**src/rtl/apb_slave_pkg.sv**
```systemverilog
// apb_slave_pkg: shared state type and constants for the APB slave front-end
package apb_slave_pkg;
  typedef enum logic [1:0] {IDLE, ACCESS, WAIT} state_t;
  localparam logic [31:0] ERR_DATA = 32'hBAD1BAD1;
  localparam int BYTES_PER_WORD = 4;
endpackage

```
**src/rtl/apb_addr_decoder.sv**
```systemverilog
// apb_addr_decoder: maps PADDR/PWRITE to register hit, index and access legality
module apb_addr_decoder
  import apb_slave_pkg::*;
#(
  parameter int NUM_REGS = 4,
  parameter logic [31:0] ADDR_OFFSET = 32'h000,
  parameter int ADDR_BITS = 12,
  parameter logic [NUM_REGS-1:0] RO_MASK = '0,
  parameter logic [NUM_REGS-1:0] WO_MASK = '0,
  localparam int IW = NUM_REGS > 1 ? $clog2(NUM_REGS) : 1
) (
  input  logic [31:0]   paddr,
  input  logic          pwrite,
  output logic          hit,
  output logic [IW-1:0] idx,
  output logic          legal
);
  logic ro, wo, unused_hi;
  always_comb begin
    hit = 1'b0;
    idx = '0;
    ro = 1'b0;
    wo = 1'b0;
    for (int i = 0; i < NUM_REGS; i++)
      if (paddr[ADDR_BITS-1:0] == ADDR_BITS'(ADDR_OFFSET + 32'(BYTES_PER_WORD * i))) begin
        hit = 1'b1;
        idx = IW'(i);
        ro = RO_MASK[i];
        wo = WO_MASK[i];
      end
  end
  assign legal = hit && paddr[1:0] == 2'b00 && !(pwrite ? ro : wo);
  assign unused_hi = ^(paddr >> ADDR_BITS);
endmodule

```
**src/rtl/apb_slave_interface_ws.sv**
```systemverilog
// apb_slave_interface_ws: APB4 slave front-end with register strobes, wait states, timeout and access checks
module apb_slave_interface_ws
  import apb_slave_pkg::*;
#(
  parameter int NUM_REGS = 4,
  parameter logic [31:0] ADDR_OFFSET = 32'h000,
  parameter int ADDR_BITS = 12,
  parameter logic [NUM_REGS-1:0] RO_MASK = '0,
  parameter logic [NUM_REGS-1:0] WO_MASK = '0,
  parameter bit WAIT_EN = 1'b0,
  parameter int TIMEOUT = 16
) (
  input  logic                   clk,
  input  logic                   rst,
  input  logic [31:0]            PADDR,
  input  logic [31:0]            PWDATA,
  input  logic [3:0]             PSTRB,
  input  logic                   PENABLE,
  input  logic                   PWRITE,
  input  logic                   PSEL,
  output logic [31:0]            PRDATA,
  output logic                   PREADY,
  output logic                   PSLVERR,
  input  logic [NUM_REGS*32-1:0] read_data,
  input  logic                   reg_ready,
  output logic [NUM_REGS-1:0]    w_enable,
  output logic [NUM_REGS-1:0]    r_enable,
  output logic [31:0]            w_data,
  output logic [3:0]             w_strb
);
  localparam int IW = NUM_REGS > 1 ? $clog2(NUM_REGS) : 1;
  localparam int CW = $clog2(TIMEOUT + 1);
  state_t state, state_nx;
  logic [IW-1:0] idx, dec_idx;
  logic legal, write, dec_legal, hit_unused;
  logic [CW-1:0] cnt;
  logic [31:0] regs [NUM_REGS];
  logic acc, wt, timeout, ok, err;
  logic [NUM_REGS-1:0] sel;
  apb_addr_decoder #(
    .NUM_REGS(NUM_REGS), .ADDR_OFFSET(ADDR_OFFSET), .ADDR_BITS(ADDR_BITS),
    .RO_MASK(RO_MASK), .WO_MASK(WO_MASK)
  ) u_dec (
    .paddr(PADDR), .pwrite(PWRITE), .hit(hit_unused), .idx(dec_idx), .legal(dec_legal)
  );
  for (genvar k = 0; k < NUM_REGS; k++) assign regs[k] = read_data[k*32 +: 32];
  always_ff @(posedge clk)
    if (rst) begin
      state <= IDLE;
      idx <= '0;
      legal <= 1'b0;
      write <= 1'b0;
      cnt <= '0;
    end else begin
      state <= state_nx;
      if (state == IDLE && PSEL && !PENABLE) begin
        idx <= dec_idx;
        legal <= dec_legal;
        write <= PWRITE;
      end
      cnt <= state == WAIT ? cnt + 1'b1 : '0;
    end
  always_comb begin
    acc = state == ACCESS && PSEL;
    wt = state == WAIT && PSEL;
    timeout = cnt == CW'(TIMEOUT - 1);
    ok = (acc && legal && (!WAIT_EN || reg_ready)) || (wt && reg_ready);
    err = (acc && !legal) || (wt && !reg_ready && timeout);
    sel = acc && legal ? NUM_REGS'(1) << idx : '0;
    state_nx = state == IDLE ? (PSEL && !PENABLE ? ACCESS : IDLE)
             : acc && legal && WAIT_EN && !reg_ready ? WAIT
             : wt && !reg_ready && !timeout ? WAIT : IDLE;
  end
  assign PREADY = ok || err;
  assign PSLVERR = err;
  assign PRDATA = err ? ERR_DATA : ok && !write ? regs[idx] : '0;
  assign w_enable = write && PSTRB != 4'h0 ? sel : '0;
  assign r_enable = write ? '0 : sel;
  assign w_data = PWDATA;
  assign w_strb = PSTRB;
endmodule

```
**config.mk**
```make
export PLATFORM = sky130hd
export DESIGN_NAME = apb_slave_interface_ws
export DESIGN_NICKNAME = d
export VERILOG_FILES = /design/src/rtl/apb_slave_pkg.sv /design/src/rtl/apb_addr_decoder.sv /design/src/rtl/apb_slave_interface_ws.sv
export SDC_FILE = /design/constraint.sdc
export NUM_CORES = 1
export LEC_CHECK = 0
export ABC_CLOCK_PERIOD_IN_PS = 2000
export CAP_MARGIN = 25
export CORE_AREA = 4 4 106 108
export CTS_CLUSTER_SIZE = 8
export DETAILED_ROUTE_END_ITERATION = 7
export DIE_AREA = 0 0 110 112
export PLACE_DENSITY = 0.69
export SYNTH_ARGS = -nofsm -noshare
export SYNTH_HDL_FRONTEND = slang
export SYNTH_SLANG_ARGS = --single-unit
```
**constraint.sdc**
```tcl
create_clock -name clk -period 2 [get_ports clk]
set_input_delay 0.4 -clock clk [delete_from_list [all_inputs] [get_ports clk]]
set_output_delay 0.4 -clock clk [all_outputs]
set_load 0.05 [all_outputs]
```
== After elaboration in Yosys (flattened, before gate mapping) ==
Cells that the tools add are included.

* Add/subtract/negate cells: 1
* Magnitude comparators: 1
* Eq/ne operators: 6
* Shift operators: 1
* Muxes and demuxes: 18
* Bitwise operators: 2
* Reductions and logical operators: 27

{| class="wikitable"
|+ Operators by type and width
! operator !! count
|-
| two-way mux 32 bit || 4
|-
| binary-select mux 32 bit (select 2 bit) || 1
|-
| equality test 12 x 4 -> 1 bit (second input constant) || 2
|-
| logical AND 1 bit || 14
|-
| equality test 12 x 3 -> 1 bit (second input constant) || 1
|-
| zero test 12 bit || 1
|-
| two-way mux 4 bit || 3
|-
| two-way mux 2 bit || 4
|-
| two-way mux 1 bit || 6
|-
| adder 5 x 1 -> 5 bit (second input constant) || 1
|-
| equality test 5 x 4 -> 1 bit (second input constant) || 1
|-
| zero test 1 bit || 5
|-
| zero test 2 bit || 2
|-
| nonzero test 4 bit || 1
|-
| left shift 1 x 2 -> 4 bit (first input constant) || 1
|-
| greater-or-equal comparator 3 bit (second input constant) || 1
|-
| logical OR 1 bit || 3
|-
| inverter 2 -> 3 bit || 1
|-
| equality test 2 x 1 -> 1 bit (second input constant) || 1
|-
| equality test 2 bit (second input constant) || 1
|-
| OR reduction 2 bit || 1
|-
| inverter 1 bit || 1
|}

* Bits in registers: 11
* Bits of input ports: 202
* Word-level logic and storage cells: 61

== Longest topological paths before layout ==
Gate-level depths: netlist (run 1).

* Depth after elaboration: 7
* Depth in mapped cells: 7
* Mapped depth without buffers: 6

== Modules after synthesis ==
Synthesis (run 1) repeated with hierarchy kept, for this count alone.

* Cell total of the unflattened synthesis: 206
* Area, all modules: 2122.0 µm²

{| class="wikitable"
|+ By module, submodules not included
! module !! instances !! cells each !! area an instance (µm²) !! seq. area each (µm²)
|-
| apb_slave_interface_ws || 1 || 197 || 2067.0 || 220.2
|-
| apb_addr_decoder || 1 || 9 || 55.1 || 0.0
|}

== Worst setup path after synthesis (run 1) ==
No wires, ideal clock.

* Kind: register to output
* From: register state[1]
* To: output port w_enable[0]
* Data arrival time: 2044 ps
* Data required time: 1600 ps
* Setup slack: -444 ps
* Cell stages (with the launch flop): 5
* Path through: dfxtp_1 buf_2 nand2b_1 or3_1 nor3_1

* Word-level cells in the longest chain between the ends: 5

{| class="wikitable"
|+ RTL lines
! what !! RTL line !! text
|-
| start: declaration || apb_slave_interface_ws.sv:33 || <nowiki>state_t state, state_nx;</nowiki>
|-
| start signal: assignment || apb_slave_interface_ws.sv:55 || <nowiki>state <= state_nx;</nowiki>
|-
| equality test 2 x 1 -> 1 bit || apb_slave_interface_ws.sv:64 || <nowiki>acc = state == ACCESS && PSEL;</nowiki>
|-
| logical AND 1 bit || apb_slave_interface_ws.sv:64 ||
|-
| logical AND 1 bit || n/a ||
|-
| two-way mux 4 bit || apb_slave_interface_ws.sv:69 || <nowiki>sel = acc && legal ? NUM_REGS'(1) << idx : '0;</nowiki>
|-
| two-way mux 4 bit || apb_slave_interface_ws.sv:77 || <nowiki>assign w_enable = write && PSTRB != 4'h0 ? sel : '0;</nowiki>
|-
| end: declaration || apb_slave_interface_ws.sv:26 || <nowiki>output logic [NUM_REGS-1:0] w_enable,</nowiki>
|}

No other way between the ends.

== Worst setup path in the final report (run 1) ==
* From: register cnt[0]
* To: output port PRDATA[11]

* Word-level cells in the longest chain between the ends: 4

{| class="wikitable"
|+ RTL lines
! what !! RTL line !! text
|-
| start: declaration || apb_slave_interface_ws.sv:36 || <nowiki>logic [CW-1:0] cnt;</nowiki>
|-
| start signal: assignment || apb_slave_interface_ws.sv:61 || <nowiki>cnt <= state == WAIT ? cnt + 1'b1 : '0;</nowiki>
|-
| equality test 5 x 4 -> 1 bit || apb_slave_interface_ws.sv:66 || <nowiki>timeout = cnt == CW'(TIMEOUT - 1);</nowiki>
|-
| logical AND 1 bit || apb_slave_interface_ws.sv:68 || <nowiki>err = (acc && !legal) || (wt && !reg_ready && timeout);</nowiki>
|-
| logical OR 1 bit || apb_slave_interface_ws.sv:68 ||
|-
| two-way mux 32 bit || apb_slave_interface_ws.sv:76 || <nowiki>assign PRDATA = err ? ERR_DATA : ok && !write ? regs[idx] : '0;</nowiki>
|-
| end: declaration || apb_slave_interface_ws.sv:21 || <nowiki>output logic [31:0] PRDATA,</nowiki>
|}

No other way between the ends.

==> results of run 1 <==
power by group through the flow:
stage	combinational, mW	clock, mW	sequential, mW
6_report	0.565	0.218	0.225
5_1_grt	0.592	0.238	0.224
4_1_cts	0.565	0.226	0.224
3_5_place_dp	0.536	0	0.228
3_3_place_gp	0.525	0	0.228
2_1_floorplan	0.325	0	0.228
flip-flops by register name, indices dropped and copies added, names as in the netlist:
| name | flops |
|---|---|
| idx | 2 |
| legal | 1 |
| write | 1 |
| cnt | 5 |
| state | 2 |
Yosys cell counts, drive strengths merged (2+ instances only):
master | n | area share
buf | 48 | 0.19
mux4 | 32 | 0.37
o21ai | 19 | 0.069
nor2 | 15 | 0.029
nor2b | 15 | 0.048
inv | 13 | 0.025
clkinv | 11 | 0.021
dfxtp | 11 | 0.11
nand3b | 5 | 0.019
nand2 | 4 | 0.0076
nand2b | 3 | 0.0095
nor3 | 3 | 0.0076
ha | 2 | 0.013
nand3 | 2 | 0.0051
nor4 | 2 | 0.0064
o32ai | 2 | 0.0089
or3 | 2 | 0.0064
how the worst max path moves through the flow:
stage                  to  slack (ps)  depth (start not counted)
3_5_place_dp   PRDATA[18]        -350                          6
4_1_cts        PRDATA[11]        -320                          9
2_1_floorplan  PRDATA[10]        -230                          5
3_3_place_gp    PRDATA[7]        -330                          6
6_report       PRDATA[11]        -300                          9
5_1_grt        PRDATA[11]        -380                          9
timing repair:
action,in CTS,in global routing
pin swaps,10,9
setup endpoints to repair,42,42
buffers inserted,8,3
gates cloned,4,0
gates resized for setup,80,4
layer usage:
metal  part of all wire  wire length, um  vias to the layer above  GRT usage
met5             0.0025               26                        -          0
met1               0.31             3250                     1105      0.156
li1                   -                -                     1061          -
met4              0.014              147                        4     0.0249
met2               0.51             5450                      127      0.310
met3               0.16             1720                       18     0.0951
worst max-delay path, stage by stage (launching register included):
cell and delay [ps]:
dfxtp_2 350, ha_4 140, and3_4 180, ha_4 120, nor4bb_4 260, o21ai_4 90
buf_12 150, buf_12 150, o21ai_4 70, buf_12 150
cells in the final DEF (no fill, tap or decap), types with 2 or more instances in the layout:
master / synthesis / routed
buf_12: 0 / 52
buf_16: 0 / 4
buf_4: 38 / 19
clkbuf_8: 0 / 3
clkdlybuf4s50_1: 0 / 143
clkinv_1: 11 / 11
dfxtp_1: 11 / 3
dfxtp_2: 0 / 7
dlygate4sd2_1: 0 / 5
ha_4: 0 / 2
inv_1: 12 / 12
mux4_2: 32 / 32
nand2_1: 4 / 4
nand2b_1: 3 / 2
nand3_1: 2 / 2
nand3b_1: 5 / 5
nor2_1: 15 / 7
nor2_2: 0 / 4
nor2_4: 0 / 4
nor2b_4: 0 / 14
nor3_4: 0 / 2
nor4_1: 2 / 2
o21ai_4: 0 / 19
o32ai_1: 2 / 2
or3_4: 0 / 2
stage by stage:
stage	instances	util	setup TNS (ps)
final	519	0.494	-7000
after global routing	519	0.494	-9260
after CTS	520	0.493	-7360
after detailed placement	506	0.441	-12340
after global placement	506	0.441	-11840
after floorplan	203	-	-4870
cell families after synthesis:
group | count (synthesis)
and+or+nand+nor | 57
AOI/OAI and AO/OA | 25
buffers and inverters | 73
adders and majority gates | 2
xor gates and xnor gates | 2
DFF | 11
muxes | 33
area by class of cell:
class	instances	area, um^2	area share
Timing Repair Buffer	225	2790	0.553
Sequential cell	11	233	0.0461
Tap cell	136	170	0.0337
Clock buffer	4	45.0	0.00892
Inverter	24	103	0.0203
Multi-Input combinational cell	119	1710	0.338
==> impl_metrics.env, run 1 <==
export IMPL_drt_initial_drc_count=45
export IMPL_violations="negative setup slack"
export IMPL_peakVddDrop_v=0.000552
export IMPL_synthArstFlopShare=0
export IMPL_outcome="complete, but fails checks"
export IMPL_die_area_mm2=0.0123
export IMPL_min_to="legal"
export IMPL_clockBufferDepth=2
export IMPL_grt_pass1_wl_um=15400
export IMPL_fin_ws_ps=-300
export IMPL_worstSkewPairLatency_ps=230
export IMPL_cp_startpoint="cnt[0]"
export IMPL_start_kind="register"
export IMPL_drc_errors=0
export IMPL_diodes=0
export IMPL_hpwl_um=8720
export IMPL_grt_max_degree=21
export IMPL_ys_ff_latch=11
export IMPL_h_tree_depth=1
export IMPL_maxSlewHeadroom=0.726
export IMPL_synth_top_family_by_area="multiplexers"
export IMPL_dpl_cell_area_mm2=0.00451
export IMPL_cts_inserted_buffers=3
export IMPL_p_seq_frac=0.223
export IMPL_layout_min_cycle_time_ps=2300
export IMPL_io_buffers=195
export IMPL_synthSimpleGateAreaFrac=0.168
export IMPL_synth_xor_area_frac=0.00889
export IMPL_grt_pass1_vias=2592
export IMPL_hold_class="reg -> reg"
export IMPL_gp_congestion=0.802
export IMPL_synth_compound_area_frac=0.0934
export IMPL_syn_area_per_cell_um2=9.70
export IMPL_power_frac_comb=0.561
export IMPL_die_w_um=110
export IMPL_wl_um=10600
export IMPL_fillers=880
export IMPL_worstSetupPathType="reg -> out"
export IMPL_synth_area_mux_share=0.371
export IMPL_ff2ff_path_depth=5
export IMPL_synth_fp_nets=407
export IMPL_required_ps=1600
export IMPL_cts_root_buf="clkbuf_8"
export IMPL_clk_pin_slew_ps=50
export IMPL_cts_tree="yes"
export IMPL_synth_edf_count=0
export IMPL_pwr_share_clk=0.217
export IMPL_hold_path_cell_count=2
export IMPL_pin_count=280
export IMPL_syn_area_mm2=0.00197
export IMPL_fmax_mhz=435
export IMPL_synthAdderAreaFrac=0.0127
export IMPL_tightest_slew_ps=410
export IMPL_dp_slack_ps=-352
export IMPL_ys_flop_type="dfxtp_1"
export IMPL_start_util=0.192
export IMPL_maxSlewViolCount=0
export IMPL_grt_use_total=0.165
export IMPL_stdcell_area_mm2=0.00505
export IMPL_cts_sinks=11
export IMPL_drt_pass1_iter_count=4
export IMPL_final_hold_violation_count=0
export IMPL_power_density_mw_per_mm2=199
export IMPL_finClkSkew_ps=0.996
export IMPL_ant_nets=0
export IMPL_antenna_found_initial=2
export IMPL_leakage_nw=1.80
export IMPL_synth_cell_type_count=35
export IMPL_synth_warnings=0
export IMPL_rsz0062_at_grt="yes"
export IMPL_die_y_um=112
export IMPL_path_max_fanout=8
export IMPL_avgRoutedWirePerCell_um=20.4
export IMPL_layout_worst_path_cycle_share=1.15
export IMPL_swShare=0.250
export IMPL_core_mm2=0.0102
export IMPL_fin_nets=588
export IMPL_hold_worst_slack_ps=513
export IMPL_hold_buffers=0
export IMPL_row_count=37
export IMPL_netSwitchingPower_uw=252
export IMPL_crit_arrival_ps=1900
export IMPL_endpoint_kind="output pin"
export IMPL_ys_seq_area_frac=0.112
export IMPL_vias=2315
export IMPL_overflow=0
export IMPL_layout_drive_gt1_share=0.454
export IMPL_syn_inst=203
export IMPL_min_from="legal"
export IMPL_area_delta_synth_final_pct=156
export IMPL_rrSetupSlack_ps=540
export IMPL_maxCapViolCount=0
export IMPL_power_mw=1.01
export IMPL_r2r_start="state[1]"
export IMPL_via_per_inst=4.46
export IMPL_setup_violations_final=34
export IMPL_internal_power_uw=755
export IMPL_timing_rr_end="write"
(Power assumes the default switching activity.)
==> inputs of run 2 (changes only) <==
--- a/config.mk
+++ b/config.mk
@@ -6,12 +6,13 @@
 export NUM_CORES = 1
 export LEC_CHECK = 0
 export ABC_CLOCK_PERIOD_IN_PS = 2000
-export CAP_MARGIN = 25
+export CAP_MARGIN = 10
 export CORE_AREA = 4 4 106 108
 export CTS_CLUSTER_SIZE = 8
 export DETAILED_ROUTE_END_ITERATION = 7
 export DIE_AREA = 0 0 110 112
 export PLACE_DENSITY = 0.69
+export SKIP_CTS_REPAIR_TIMING = 1
 export SYNTH_ARGS = -nofsm -noshare
 export SYNTH_HDL_FRONTEND = slang
 export SYNTH_SLANG_ARGS = --single-unit
==> impl_metrics.env, run 2 (same netlist as run 1, synthesis figures left out) <==
export IMPL_cts_root_buf="clkbuf_8"
export IMPL_h_tree_depth=1
export IMPL_area_delta_synth_final_pct=152
export IMPL_grt_max_degree=33
export IMPL_clk_pin_slew_ps=50
export IMPL_dp_slack_ps=-352
export IMPL_fmax_mhz=431
export IMPL_grt_pass1_vias=2392
export IMPL_via_per_inst=4.43
export IMPL_die_y_um=112
export IMPL_hold_class="reg -> reg"
export IMPL_antenna_found_initial=2
export IMPL_wl_um=10500
export IMPL_diodes=0
export IMPL_final_common_cell="clkdlybuf4s50_1"
export IMPL_hold_path_cell_count=2
export IMPL_vias=2288
export IMPL_avgRoutedWirePerCell_um=20.4
export IMPL_cts_tree="yes"
export IMPL_maxSlewHeadroom=0.724
export IMPL_gp_congestion=0.802
export IMPL_fin_nets=586
export IMPL_setup_violations_final=34
export IMPL_cts_sinks=11
export IMPL_ff2ff_path_depth=4
export IMPL_worstSetupPathType="reg -> out"
export IMPL_power_uw=998
export IMPL_clockBufferDepth=2
export IMPL_finClkSkew_ps=0.948
export IMPL_final_hold_violation_count=0
export IMPL_start_util=0.192
export IMPL_endpoint_kind="output pin"
export IMPL_utilization=0.485
export IMPL_min_to="cnt[0]"
export IMPL_layout_worst_path_cycle_share=1.16
export IMPL_ant_nets=0
export IMPL_timing_rr_end="write"
export IMPL_layout_drive_gt1_share=0.444
export IMPL_cts_inserted_buffers=3
export IMPL_drt_initial_drc_count=48
export IMPL_overflow=0
export IMPL_die_area_mm2=0.0123
export IMPL_fin_ws_ps=-323
export IMPL_hold_worst_slack_ps=526
export IMPL_drc_errors=0
export IMPL_min_from="cnt[0]"
export IMPL_largest_register_ffs=5
export IMPL_grt_pass1_wl_um=14100
export IMPL_final_cell_mix="clkdlybuf4s50_1, buf_12, mux4_2"
export IMPL_regMostFlops="cnt"
export IMPL_outcome="complete, but fails checks"
export IMPL_crit_arrival_ps=1920
export IMPL_dp_cells=506
export IMPL_die_w_um=110
export IMPL_worstSkewPairLatency_ps=230
export IMPL_instances_no_fill=517
export IMPL_fillers=892
export IMPL_maxCapViolCount=0
export IMPL_grt_use_total=0.150
export IMPL_drt_pass1_iter_count=4
export IMPL_rsz0062_at_grt="yes"
export IMPL_final_setup_tns_ps=-6290
export IMPL_core_mm2=0.0102
export IMPL_maxSlewViolCount=0
export IMPL_layout_min_cycle_time_ps=2320
export IMPL_tightest_slew_ps=413
export IMPL_row_count=37
export IMPL_peakVddDrop_v=0.000551
export IMPL_io_buffers=195
export IMPL_hpwl_um=8720
export IMPL_path_max_fanout=5
export IMPL_rrSetupSlack_ps=670
export IMPL_stdcell_area_mm2=0.00496
export IMPL_r2r_start="state[1]"
export IMPL_dpl_cell_area_mm2=0.00451
export IMPL_start_kind="register"
export IMPL_pin_count=280
export IMPL_power_density_mw_per_mm2=201
export IMPL_leakage_nw=1.82
export IMPL_violations="negative setup slack"
export IMPL_required_ps=1600
export IMPL_largest_registers="cnt: 5 flops, idx: 2 flops, state: 2 flops"
==> run 2: cell types whose count changed in the layout (fill, tap and decap cells not counted), moves of 2 or more <==
cell            change
buf_16              -4
o21ai_2             +8
o21ai_4             -8
nor2_2              +3
dlygate4sd2_1       -5
clkbuf_16           +5
buf_4               -2
dfxtp_2             -2
nor2_4              -4
dlymetal6s2s_1      +6
==> run 2: routing by layer <==
layer,part of all wire,routed length (um),GRT usage
met5,0.0019,20,0
met4,0.0063,66,0.0158
met3,0.16,1650,0.0928
met2,0.51,5350,0.279
met1,0.33,3450,0.142
==> run 2: report_power, final <==
| group | switching, mW | total [mW] | internal, mW | leakage [nW] |
|---|---|---|---|---|
| Sequential | 0.00318 | 0.223 | 0.220 | 0.0928 |
| Clock | 0.0783 | 0.218 | 0.140 | 0.0228 |
| Combinational | 0.164 | 0.557 | 0.393 | 1.71 |
==> run 2: layout make-up <==
cell class	count	area [um^2]	share of cell area
timing repair buffer	223	2790	0.562
multi-input combinational	119	1630	0.327
sequential	11	234	0.0471
tap	136	170	0.0343
inverter	24	97.6	0.0197
clock buffer	4	45.0	0.00907
==> run 2: worst max-delay path by stage <==
| stage | startpoint | endpoint | slack (ps) |
|---|---|---|---|
| after detailed placement | reg_ready | PRDATA[18] | -350 |
| after CTS | cnt[0] | PRDATA[13] | -610 |
| after global routing | cnt[1] | PRDATA[28] | -390 |
| final | cnt[1] | PRDATA[28] | -320 |
| after global placement | reg_ready | PRDATA[7] | -330 |
| after floorplan | state[1] | PRDATA[10] | -230 |
==> run 2: worst max-delay path, stage by stage, from the launching register on <==
cell and delay (ps):
dfxtp_2 330, ha_4 160, and3_4 150, ha_4 150, nor4bb_4 150, o21ai_4 290
clkbuf_16 240, o21ai_4 70, buf_12 150
==> inputs of run 3 (changes only) <==
--- a/config.mk
+++ b/config.mk
@@ -5,13 +5,13 @@
 export SDC_FILE = /design/constraint.sdc
 export NUM_CORES = 1
 export LEC_CHECK = 0
-export ABC_CLOCK_PERIOD_IN_PS = 2000
+export ABC_CLOCK_PERIOD_IN_PS = 2400
 export CAP_MARGIN = 10
-export CORE_AREA = 4 4 106 108
+export CORE_AREA = 4 4 105 107
 export CTS_CLUSTER_SIZE = 8
 export DETAILED_ROUTE_END_ITERATION = 7
-export DIE_AREA = 0 0 110 112
-export PLACE_DENSITY = 0.69
+export DIE_AREA = 0 0 109 111
+export PLACE_DENSITY = 0.68
 export SKIP_CTS_REPAIR_TIMING = 1
 export SYNTH_ARGS = -nofsm -noshare
 export SYNTH_HDL_FRONTEND = slang
==> constraint.sdc (replaced) <==
create_clock -name clk -period 2.4 [get_ports clk]
set_input_delay 0.48 -clock clk [delete_from_list [all_inputs] [get_ports clk]]
set_output_delay 0.48 -clock clk [all_outputs]
set_load 0.05 [all_outputs]
==> impl_metrics.env, run 3 (same netlist as run 1, synthesis figures left out) <==
export IMPL_hold_path_cell_count=1
export IMPL_grt_pass1_vias=2371
export IMPL_regMostFlops="cnt"
export IMPL_layout_min_cycle_time_ps=2460
export IMPL_dp_cells=496
export IMPL_required_ps=1920
export IMPL_maxSlewViolCount=0
export IMPL_ff2ff_path_depth=6
export IMPL_crit_arrival_ps=1980
export IMPL_final_cell_mix="clkdlybuf4s50_1, buf_12, mux4_2"
export IMPL_hpwl_um=8500
export IMPL_overflow=0
export IMPL_maxSlewHeadroom=0.708
export IMPL_rrSetupSlack_ps=1090
export IMPL_cts_tree="yes"
export IMPL_cts_sinks=11
export IMPL_path_max_fanout=5
export IMPL_die_area_mm2=0.0121
export IMPL_drc_errors=0
export IMPL_layout_drive_gt1_share=0.352
export IMPL_finClkSkew_ps=4.02
export IMPL_hold_class="reg -> reg"
export IMPL_worstSetupPathType="reg -> out"
export IMPL_critPathSlowestCell="dfxtp_4"
export IMPL_violations="negative setup slack"
export IMPL_leakage_nw=1.61
export IMPL_cts_inserted_buffers=3
export IMPL_clk_pin_slew_ps=50
export IMPL_tightest_slew_ps=437
export IMPL_critical_path_max_stage_delay_ps=360
export IMPL_start_util=0.194
export IMPL_start_kind="register"
export IMPL_min_from="cnt[0]"
export IMPL_pin_count=280
export IMPL_die_w_um=109
export IMPL_via_per_inst=4.45
export IMPL_cts_root_buf="clkbuf_8"
export IMPL_min_to="cnt[0]"
export IMPL_crit_chain="ha_4 -> and3_1 -> ha_2 -> nor4bb_4 -> o21ai_4 -> buf_12 -> clkbuf_16 -> o21ai_2 -> buf_6"
export IMPL_largest_register_ffs=5
export IMPL_grt_pass1_wl_um=13900
export IMPL_power_uw=807
export IMPL_timing_rr_end="state[1]"
export IMPL_multi_input_area_mm2=0.00142
export IMPL_power_density_mw_per_mm2=180
export IMPL_layout_worst_path_cycle_share=1.02
export IMPL_clockBufferDepth=2
export IMPL_ant_nets=0
export IMPL_grt_max_degree=33
export IMPL_stdcell_area_mm2=0.00447
export IMPL_hold_worst_slack_ps=461
export IMPL_fin_ws_ps=-56.3
export IMPL_h_tree_depth=1
export IMPL_fin_nets=574
export IMPL_largest_registers="cnt: 5 flops, idx: 2 flops, state: 2 flops"
export IMPL_wl_um=10200
export IMPL_vias=2246
export IMPL_final_common_cell="clkdlybuf4s50_1"
export IMPL_fmax_mhz=407
export IMPL_avgRoutedWirePerCell_um=20.2
export IMPL_r2r_start="cnt[0]"
export IMPL_drt_initial_drc_count=49
export IMPL_row_count=37
export IMPL_final_hold_violation_count=0
export IMPL_core_mm2=0.0101
export IMPL_worstSkewPairLatency_ps=240
export IMPL_seq_area_um2=230
export IMPL_antenna_found_initial=0
export IMPL_gp_congestion=0.845
export IMPL_rsz0062_at_grt="yes"
export IMPL_grt_use_total=0.149
export IMPL_maxCapViolCount=0
export IMPL_die_y_um=111
export IMPL_diodes=0
export IMPL_peakVddDrop_v=0.000199
export IMPL_outcome="complete, but fails checks"
export IMPL_instances_no_fill=505
export IMPL_fillers=927
export IMPL_endpoint_kind="output pin"
export IMPL_dpl_cell_area_mm2=0.00415
export IMPL_utilization=0.441
export IMPL_io_buffers=195
export IMPL_setup_violations_final=17
export IMPL_area_delta_synth_final_pct=127
export IMPL_drt_pass1_iter_count=4
## run 3: worst max-delay path by stage
stage              start         end  cells past startpoint
3_3_place_gp   reg_ready   PRDATA[9]                      7
4_1_cts           cnt[0]   PRDATA[4]                      8
5_1_grt           cnt[0]   PRDATA[4]                      9
2_1_floorplan   state[1]  PRDATA[10]                      5
6_report          cnt[0]   PRDATA[4]                      9
3_5_place_dp   reg_ready  PRDATA[12]                      7
## run 3: worst max-delay path, delay by kind of cell, from the launching register on
family	cells	cell delay, ps
and+or+nand+nor	2	400
AOI/OAI and AO/OA	2	170
DFF	1	360
buffers and inverters	3	490
adders and majority gates	2	310
## run 3: layout make-up
cell class	count	area share
Timing Repair Buffer	211	0.563
Multi-Input combinational cell	119	0.317
Sequential cell	11	0.0515
Tap cell	136	0.0380
Inverter	24	0.0201
Clock buffer	4	0.0101
## run 3: layer usage
layer  vias to the layer above  part of all wire  GRT usage  wire length [um]
li1                       1029                 -          -                 -
met1                      1071              0.32      0.147              3280
met2                       125              0.50      0.269              5150
met3                        21              0.15     0.0804              1560
met4                         0             0.021     0.0354               212
met5                         -                 0          0                 0
## run 3: report_power, final
group          internal, mW  total [mW]  switching [mW]
sequential            0.183       0.187         0.00357
clock                 0.117       0.189          0.0718
combinational         0.303       0.431           0.129
## run 3: metrics by stage
step | setup WS, ps | TNS [ps]
floorplan | 94.2 | 0
global placement | -54.4 | -439
detailed placement | -48.9 | -421
CTS | -162 | -2560
global route | -151 | -2140
finish | -56.3 | -366
